`config.mk`:
```
export PLATFORM = sky130hd
export DESIGN_NAME = time_date_counter
export DESIGN_NICKNAME = d
export VERILOG_FILES = /design/src/rtl/time_date_counter_pkg.sv /design/src/rtl/time_date_counter_prescaler.sv /design/src/rtl/time_date_counter.sv
export SDC_FILE = /design/constraint.sdc
export NUM_CORES = 1
export LEC_CHECK = 0
export CORE_MARGIN = 1
export CORE_UTILIZATION = 55
export CTS_CLUSTER_SIZE = 16
export DETAILED_ROUTE_END_ITERATION = 6
export PLACE_DENSITY = 0.84
export SLEW_MARGIN = 20
export SYNTH_ARGS = -nofsm -noshare
export SYNTH_HDL_FRONTEND = slang
export SYNTH_SLANG_ARGS = --single-unit
```
`constraint.sdc`:
```
create_clock -name clk -period 4.7 [get_ports clk]
set_input_delay 1.175 -clock clk [delete_from_list [all_inputs] [get_ports clk]]
set_output_delay 1.175 -clock clk [all_outputs]
set_load 0.02 [all_outputs]
```
`src/rtl/time_date_counter_pkg.sv`:
```
// time_date_counter_pkg
// Shared definitions for the time/date counter: field widths, calendar
// limits, the set-handling FSM state encoding, the packed time record and
// the days_in_month helper used both for rollover and for set validation.
package time_date_counter_pkg;

  localparam int SEC_W   = 6;
  localparam int MIN_W   = 6;
  localparam int HOUR_W  = 5;
  localparam int DAY_W   = 5;
  localparam int MONTH_W = 4;
  localparam int YEAR_W  = 12;

  localparam logic [SEC_W-1:0]   SEC_MAX   = 6'd59;
  localparam logic [MIN_W-1:0]   MIN_MAX   = 6'd59;
  localparam logic [HOUR_W-1:0]  HOUR_MAX  = 5'd23;
  localparam logic [MONTH_W-1:0] MONTH_MAX = 4'd12;
  localparam logic [YEAR_W-1:0]  YEAR_MIN  = 12'd2000;
  localparam logic [YEAR_W-1:0]  YEAR_MAX  = 12'd2099;

  // Set-handling FSM: IDLE accepts a request, CHECK validates the staged copy.
  localparam int STATE_W = 1;
  typedef enum logic [STATE_W-1:0] {
    ST_IDLE  = 1'b0,
    ST_CHECK = 1'b1
  } state_t;

  typedef struct packed {
    logic [YEAR_W-1:0]  year;
    logic [MONTH_W-1:0] month;
    logic [DAY_W-1:0]   day;
    logic [HOUR_W-1:0]  hour;
    logic [MIN_W-1:0]   minute;
    logic [SEC_W-1:0]   second;
  } time_t;

  // Leap rule "divisible by 4" is exact for 2000..2099 (2000 is a leap year).
  function automatic logic [DAY_W-1:0] days_in_month(
    input logic [MONTH_W-1:0] month,
    input logic [YEAR_W-1:0]  year
  );
    logic [DAY_W-1:0] dim;
    case (month)
      4'd4, 4'd6, 4'd9, 4'd11: dim = 5'd30;
      4'd2:                    dim = ((year % 12'd4) == 12'd0) ? 5'd29 : 5'd28;
      default:                 dim = 5'd31;
    endcase
    return dim;
  endfunction

endpackage

```
`src/rtl/time_date_counter_prescaler.sv`:
```
// tick_prescaler
// Divides clk down to a one-cycle tick per CLK_FREQ_HZ enabled cycles.
// Ports:
//   clk   - clock
//   rst_n - asynchronous active-low reset (count -> 0)
//   en    - count enable; count holds while low
//   clr   - synchronous clear to 0, wins over en
//   tick  - high during the cycle the count sits at CLK_FREQ_HZ-1 with en=1
module tick_prescaler #(
  parameter int CLK_FREQ_HZ = 50_000_000
) (
  input  logic clk,
  input  logic rst_n,
  input  logic en,
  input  logic clr,
  output logic tick
);

  localparam int CW = $clog2(CLK_FREQ_HZ);
  localparam logic [CW-1:0] LAST = CW'(CLK_FREQ_HZ - 1);

  logic [CW-1:0] r_count;

  always_ff @(posedge clk or negedge rst_n) begin
    if (!rst_n) begin
      r_count <= '0;
    end else if (clr) begin
      r_count <= '0;
    end else if (en) begin
      r_count <= (r_count == LAST) ? '0 : r_count + CW'(1);
    end
  end

  assign tick = en && (r_count == LAST);

endmodule

```
`src/rtl/time_date_counter.sv`:
```
// time_date_counter
// Binary wall-clock/calendar counter (2000-01-01 .. 2099-12-31) with a
// validated set port.
// Ports:
//   clk, rst_n          - clock, asynchronous active-low reset
//   en                  - run enable for prescaler and counters
//   set_valid/set_ready - set request handshake
//   set_sec..set_year   - requested time/date fields
//   seconds..year       - registered current time/date
//   sec_pulse           - one-cycle strobe with every seconds advance
//   set_err             - one-cycle strobe when a staged set is rejected
//   dbg_state           - current set-handling FSM state
//
// Handshake: a set is accepted on a rising edge where set_valid and
// set_ready are both high; set_ready is high only in IDLE, so field changes
// while it is low are ignored and a held request is taken again next IDLE.
module time_date_counter
  import time_date_counter_pkg::*;
#(
  parameter int CLK_FREQ_HZ = 50_000_000
) (
  input  logic               clk,
  input  logic               rst_n,
  input  logic               en,
  input  logic               set_valid,
  output logic               set_ready,
  input  logic [SEC_W-1:0]   set_sec,
  input  logic [MIN_W-1:0]   set_min,
  input  logic [HOUR_W-1:0]  set_hour,
  input  logic [DAY_W-1:0]   set_day,
  input  logic [MONTH_W-1:0] set_month,
  input  logic [YEAR_W-1:0]  set_year,
  output logic [SEC_W-1:0]   seconds,
  output logic [MIN_W-1:0]   minutes,
  output logic [HOUR_W-1:0]  hours,
  output logic [DAY_W-1:0]   day,
  output logic [MONTH_W-1:0] month,
  output logic [YEAR_W-1:0]  year,
  output logic               sec_pulse,
  output logic               set_err,
  output logic [STATE_W-1:0] dbg_state
);

  state_t r_state;
  state_t w_next_state;
  time_t  r_time;
  time_t  r_stage;
  time_t  w_next_time;

  logic w_tick_raw;
  logic w_tick;
  logic w_accept;
  logic w_load;
  logic w_reject;
  logic w_stage_ok;
  logic [DAY_W-1:0] w_dim;
  logic [DAY_W-1:0] w_stage_dim;

  tick_prescaler #(
    .CLK_FREQ_HZ(CLK_FREQ_HZ)
  ) u_prescaler (
    .clk  (clk),
    .rst_n(rst_n),
    .en   (en),
    .clr  (w_load),
    .tick (w_tick_raw)
  );

  // FSM: state register
  always_ff @(posedge clk or negedge rst_n) begin
    if (!rst_n) begin
      r_state <= ST_IDLE;
    end else begin
      r_state <= w_next_state;
    end
  end

  // FSM: next state. CHECK always lasts exactly one cycle.
  always_comb begin
    w_next_state = r_state;
    case (r_state)
      ST_IDLE:  if (w_accept) w_next_state = ST_CHECK;
      ST_CHECK: w_next_state = ST_IDLE;
      default:  w_next_state = ST_IDLE;
    endcase
  end

  // FSM: outputs. Ticks are dropped while in CHECK (which includes the load
  // edge) so a load never races an increment.
  always_comb begin
    set_ready = (r_state == ST_IDLE);
    w_accept  = set_ready && set_valid;
    w_load    = (r_state == ST_CHECK) && w_stage_ok;
    w_reject  = (r_state == ST_CHECK) && !w_stage_ok;
    w_tick    = w_tick_raw && (r_state == ST_IDLE);
  end

  assign dbg_state = r_state;

  // Staging register: captured on accept, validated during CHECK.
  always_ff @(posedge clk or negedge rst_n) begin
    if (!rst_n) begin
      r_stage <= '0;
    end else if (w_accept) begin
      r_stage <= '{year: set_year, month: set_month, day: set_day,
                   hour: set_hour, minute: set_min, second: set_sec};
    end
  end

  always_comb begin
    w_stage_dim = days_in_month(r_stage.month, r_stage.year);
    w_stage_ok  = (r_stage.second <= SEC_MAX) &&
                  (r_stage.minute <= MIN_MAX) &&
                  (r_stage.hour   <= HOUR_MAX) &&
                  (r_stage.month  >= 4'd1) && (r_stage.month <= MONTH_MAX) &&
                  (r_stage.day    >= 5'd1) && (r_stage.day   <= w_stage_dim) &&
                  (r_stage.year   >= YEAR_MIN) && (r_stage.year <= YEAR_MAX);
  end

  // One-second advance with the full carry chain resolved in a single cycle.
  always_comb begin
    w_next_time = r_time;
    w_dim       = days_in_month(r_time.month, r_time.year);
    if (r_time.second < SEC_MAX) begin
      w_next_time.second = r_time.second + 6'd1;
    end else begin
      w_next_time.second = '0;
      if (r_time.minute < MIN_MAX) begin
        w_next_time.minute = r_time.minute + 6'd1;
      end else begin
        w_next_time.minute = '0;
        if (r_time.hour < HOUR_MAX) begin
          w_next_time.hour = r_time.hour + 5'd1;
        end else begin
          w_next_time.hour = '0;
          if (r_time.day < w_dim) begin
            w_next_time.day = r_time.day + 5'd1;
          end else begin
            w_next_time.day = 5'd1;
            if (r_time.month < MONTH_MAX) begin
              w_next_time.month = r_time.month + 4'd1;
            end else begin
              w_next_time.month = 4'd1;
              w_next_time.year  = (r_time.year < YEAR_MAX) ?
                                  r_time.year + 12'd1 : YEAR_MIN;
            end
          end
        end
      end
    end
  end

  always_ff @(posedge clk or negedge rst_n) begin
    if (!rst_n) begin
      r_time    <= '{year: YEAR_MIN, month: 4'd1, day: 5'd1,
                     hour: '0, minute: '0, second: '0};
      sec_pulse <= 1'b0;
      set_err   <= 1'b0;
    end else begin
      if (w_load) begin
        r_time <= r_stage;
      end else if (w_tick) begin
        r_time <= w_next_time;
      end
      sec_pulse <= w_tick;
      set_err   <= w_reject;
    end
  end

  assign seconds = r_time.second;
  assign minutes = r_time.minute;
  assign hours   = r_time.hour;
  assign day     = r_time.day;
  assign month   = r_time.month;
  assign year    = r_time.year;

endmodule

```
==> metrics.txt <==
Post-synth EDFFs=0; clock-pin slew on the worst setup and hold paths=0.10 ns; unrepaired setup endpoints after global routing=false; xor-xnor portion of the synthesized cell area=0.00749; Starting Density=0.566; num rows=37; clock sink count=105; CP Launch Type=register; Max IR drop VDD=0.000245 V; status=completed; worst-skew pair later-pin latency=0.38 ns; sequential share of the synthesized area=0.451; FFs w/ async S/R, synth=1.00; Yosys cell types=61; CTS tree=done; total power=3.14 mW; die height=105 µm; Post-DP HPWL=10,300 µm; Synth Instances=634; critical path class=register to register; hold-fix buffers at CTS=0; largest family of logic cells by synthesized area=simple AND/OR/NAND/NOR gates; syn avg cell area=9.22 µm²; largest net degree at the start of global routing=52; Cell Area, Synth=5840 µm²; H-tree levels=3; # diodes=0; area growth from synthesis to layout=20.5%; synth top area cells=dfrtp_1, mux2_2, nor2_1; Detailed Route WL=15,000 µm; clk buf depth=2; DRC violations left=0; CP cell instances=ha_1, nand4_1, or4_4, or4b_1, or4_1, or4b_1, a31oi_1; fin cells=840; # IOs=84; Sum Neg Setup Slack=0 ns; Setup Buffers After CTS=0; top-count cell post-synth=dfrtp_1; Tot GR Track Use=0.285; Post-Route Utilization=0.682; Hold Crit Class=register to register; post-cts sizing count=0; Via density=6.39; CP Max Fanout=10; CP max-delay cell=or4_1; fill cell count=795; dpl cells=823; Comb power frac=0.350; Avg WL per Cell=17.9 µm; first-pass GRT wire length=25,300 µm; CP required=5.01 ns; period utilization=0.794; vias in the first global route=5,240; post-route ant nets=0; Min Clock Period, post-route=3.73 ns; Final Hold Vio Count=0; number of DRC markers in iteration 0=314; initial antenna violation count=0; Synth Warn #=0; FMAX=268 MHz; crit path capture type=register; routed vias=5,369; FF/Latch Area=2640 µm²; instance area after placement=6770 µm²; hold path cells=1; slowest stage delay, CP=0.70 ns; clock share of power=0.213; max_cap viols=0; crit path DAT=4.04 ns; final instance area=7040 µm²; top_reg_cell synth=dfrtp_1; Synth top area share=0.415; root buffer cell=clkbuf_8; 1st-pass router iterations=7; Leakage=2.77 nW; GPL Wtd Cong=0.873; switching share of power=0.368; IO buf count=83; Compound-Gate Fraction of Synth Area=0.164; Rel. slew slack=0.408; layout cells sized above 1=0.121; Sequential Power Share=0.437; syn nets=690; Slew @ Worst Pin=0.888 ns; Int Power=1.99 mW; final setup violation count=0; CP dominant cell by count=or4b_1; Cell Pwr Density=446 nW/µm²; Final #Nets=755; multi-input logic area=3020 µm²; clock skew=0.00845 ns; Die Area=11,000 µm²; Psw=1.16 mW; TritonCTS buffer count=9; final number of max-transition violations=0; multiplexer share of the synthesized area=0.0762; cell taking the most area after synthesis=dfrtp_1; most instantiated cells after synthesis=dfrtp_1, nor2_1, nand2_1, o21ai_0, mux2_2; GRT overflow=0; flops & latches, synth=105; CORE AREA=10,300 µm²; worst r2r path cells=7; die width=105 µm; Adder-Cell Fraction of Synth Area=0.0300; Synth Area in Simple Gates=0.236
layout make-up:
cell class / count / share of cell area
clock inverters: 6 / 0.0149
flip-flops and latches: 105 / 0.375
multi-input cells: 476 / 0.429
well taps: 136 / 0.0242
repair buffers: 91 / 0.129
inverters: 16 / 0.00853
clock buffers: 10 / 0.0195
critical path, delay by kind of cell, from the launching register on:
kind / cells / cell delay (ns)
flip-flops: 1 / 0.41
AO/OA/AOI/OAI: 1 / 0.17
AND/OR/NAND/NOR: 5 / 2.86
adder cells (fa/ha/maj): 1 / 0.23
cells by family (layout without fill, tap and decap cells):
family	count (synthesis)	in the layout
muxes	40	40
xor gates and xnor gates	5	5
and+or+nand+nor	263	263
AOI/OAI and AO/OA	154	154
buffers and inverters	53	123
DFF	105	105
adders and majority gates	14	14
routing by layer:
layer  track usage  up-vias  part of all wire
met5             0        -                 0
met4        0.0936        0             0.017
met3        0.0618       24             0.069
met2         0.480      220              0.50
met1         0.365     2639              0.41
li1              -     2486                 -
sequential cells by signal (all words and copies together) (netlist names):
| signal | flops |
|---|---|
| u_prescaler.r_count | 26 |
| minutes | 6 |
| set_err | 1 |
| day | 5 |
| hours | 5 |
| year | 12 |
| month | 4 |
| dbg_state | 1 |
| r_stage | 38 |
| sec_pulse | 1 |
| seconds | 6 |
power by group through the flow:
stage          combinational, mW  clock (mW)  sequential, mW
2_1_floorplan              0.598           0            1.41
3_3_place_gp                1.04           0            1.36
3_5_place_dp                1.09           0            1.37
4_1_cts                     1.09       0.682            1.36
5_1_grt                     1.21       0.713            1.40
6_report                    1.10       0.669            1.37
stage by stage:
stage               hold WS, ns  worst slack, ns
floorplan                 0.446             1.35
global placement          0.469            0.778
detailed placement        0.495            0.771
finish                    0.508            0.970
global route              0.536            0.846
CTS                       0.514             1.01
final timing paths:
| check | end | startpoint | slack, ns |
|---|---|---|---|
| worst max-delay path | year[2] | u_prescaler.r_count[0] | 0.97 |
| worst min-delay path | hours[1] | r_stage[13] | 0.51 |
| worst max register to register | year[2] | u_prescaler.r_count[0] | 0.97 |
| worst min register to register | hours[1] | r_stage[13] | 0.51 |
| max in group asynchronous | seconds[0] | rst_n | 3.17 |
| min in group asynchronous | month[1] | rst_n | 0.67 |
cell usage in the layout, fill, tap and decap left out, types with 5 or more instances in the layout:
master,instances
a21oi_1,34
a31oi_1,25
and3_1,7
buf_4,8
clkbuf_8,10
clkdlybuf4s50_1,82
dfrtp_1,97
dfstp_2,8
ha_1,14
inv_1,16
mux2_2,36
nand2_1,57
nand3_1,24
nand3b_1,6
nand4_1,19
nand4b_1,5
nor2_1,65
nor2b_1,6
nor3_1,13
nor4_1,16
o211ai_1,6
o21a_1,6
o21ai_0,48
or3_1,7
or4_1,7
xor2_1,5
(Power assumes the default switching activity.)
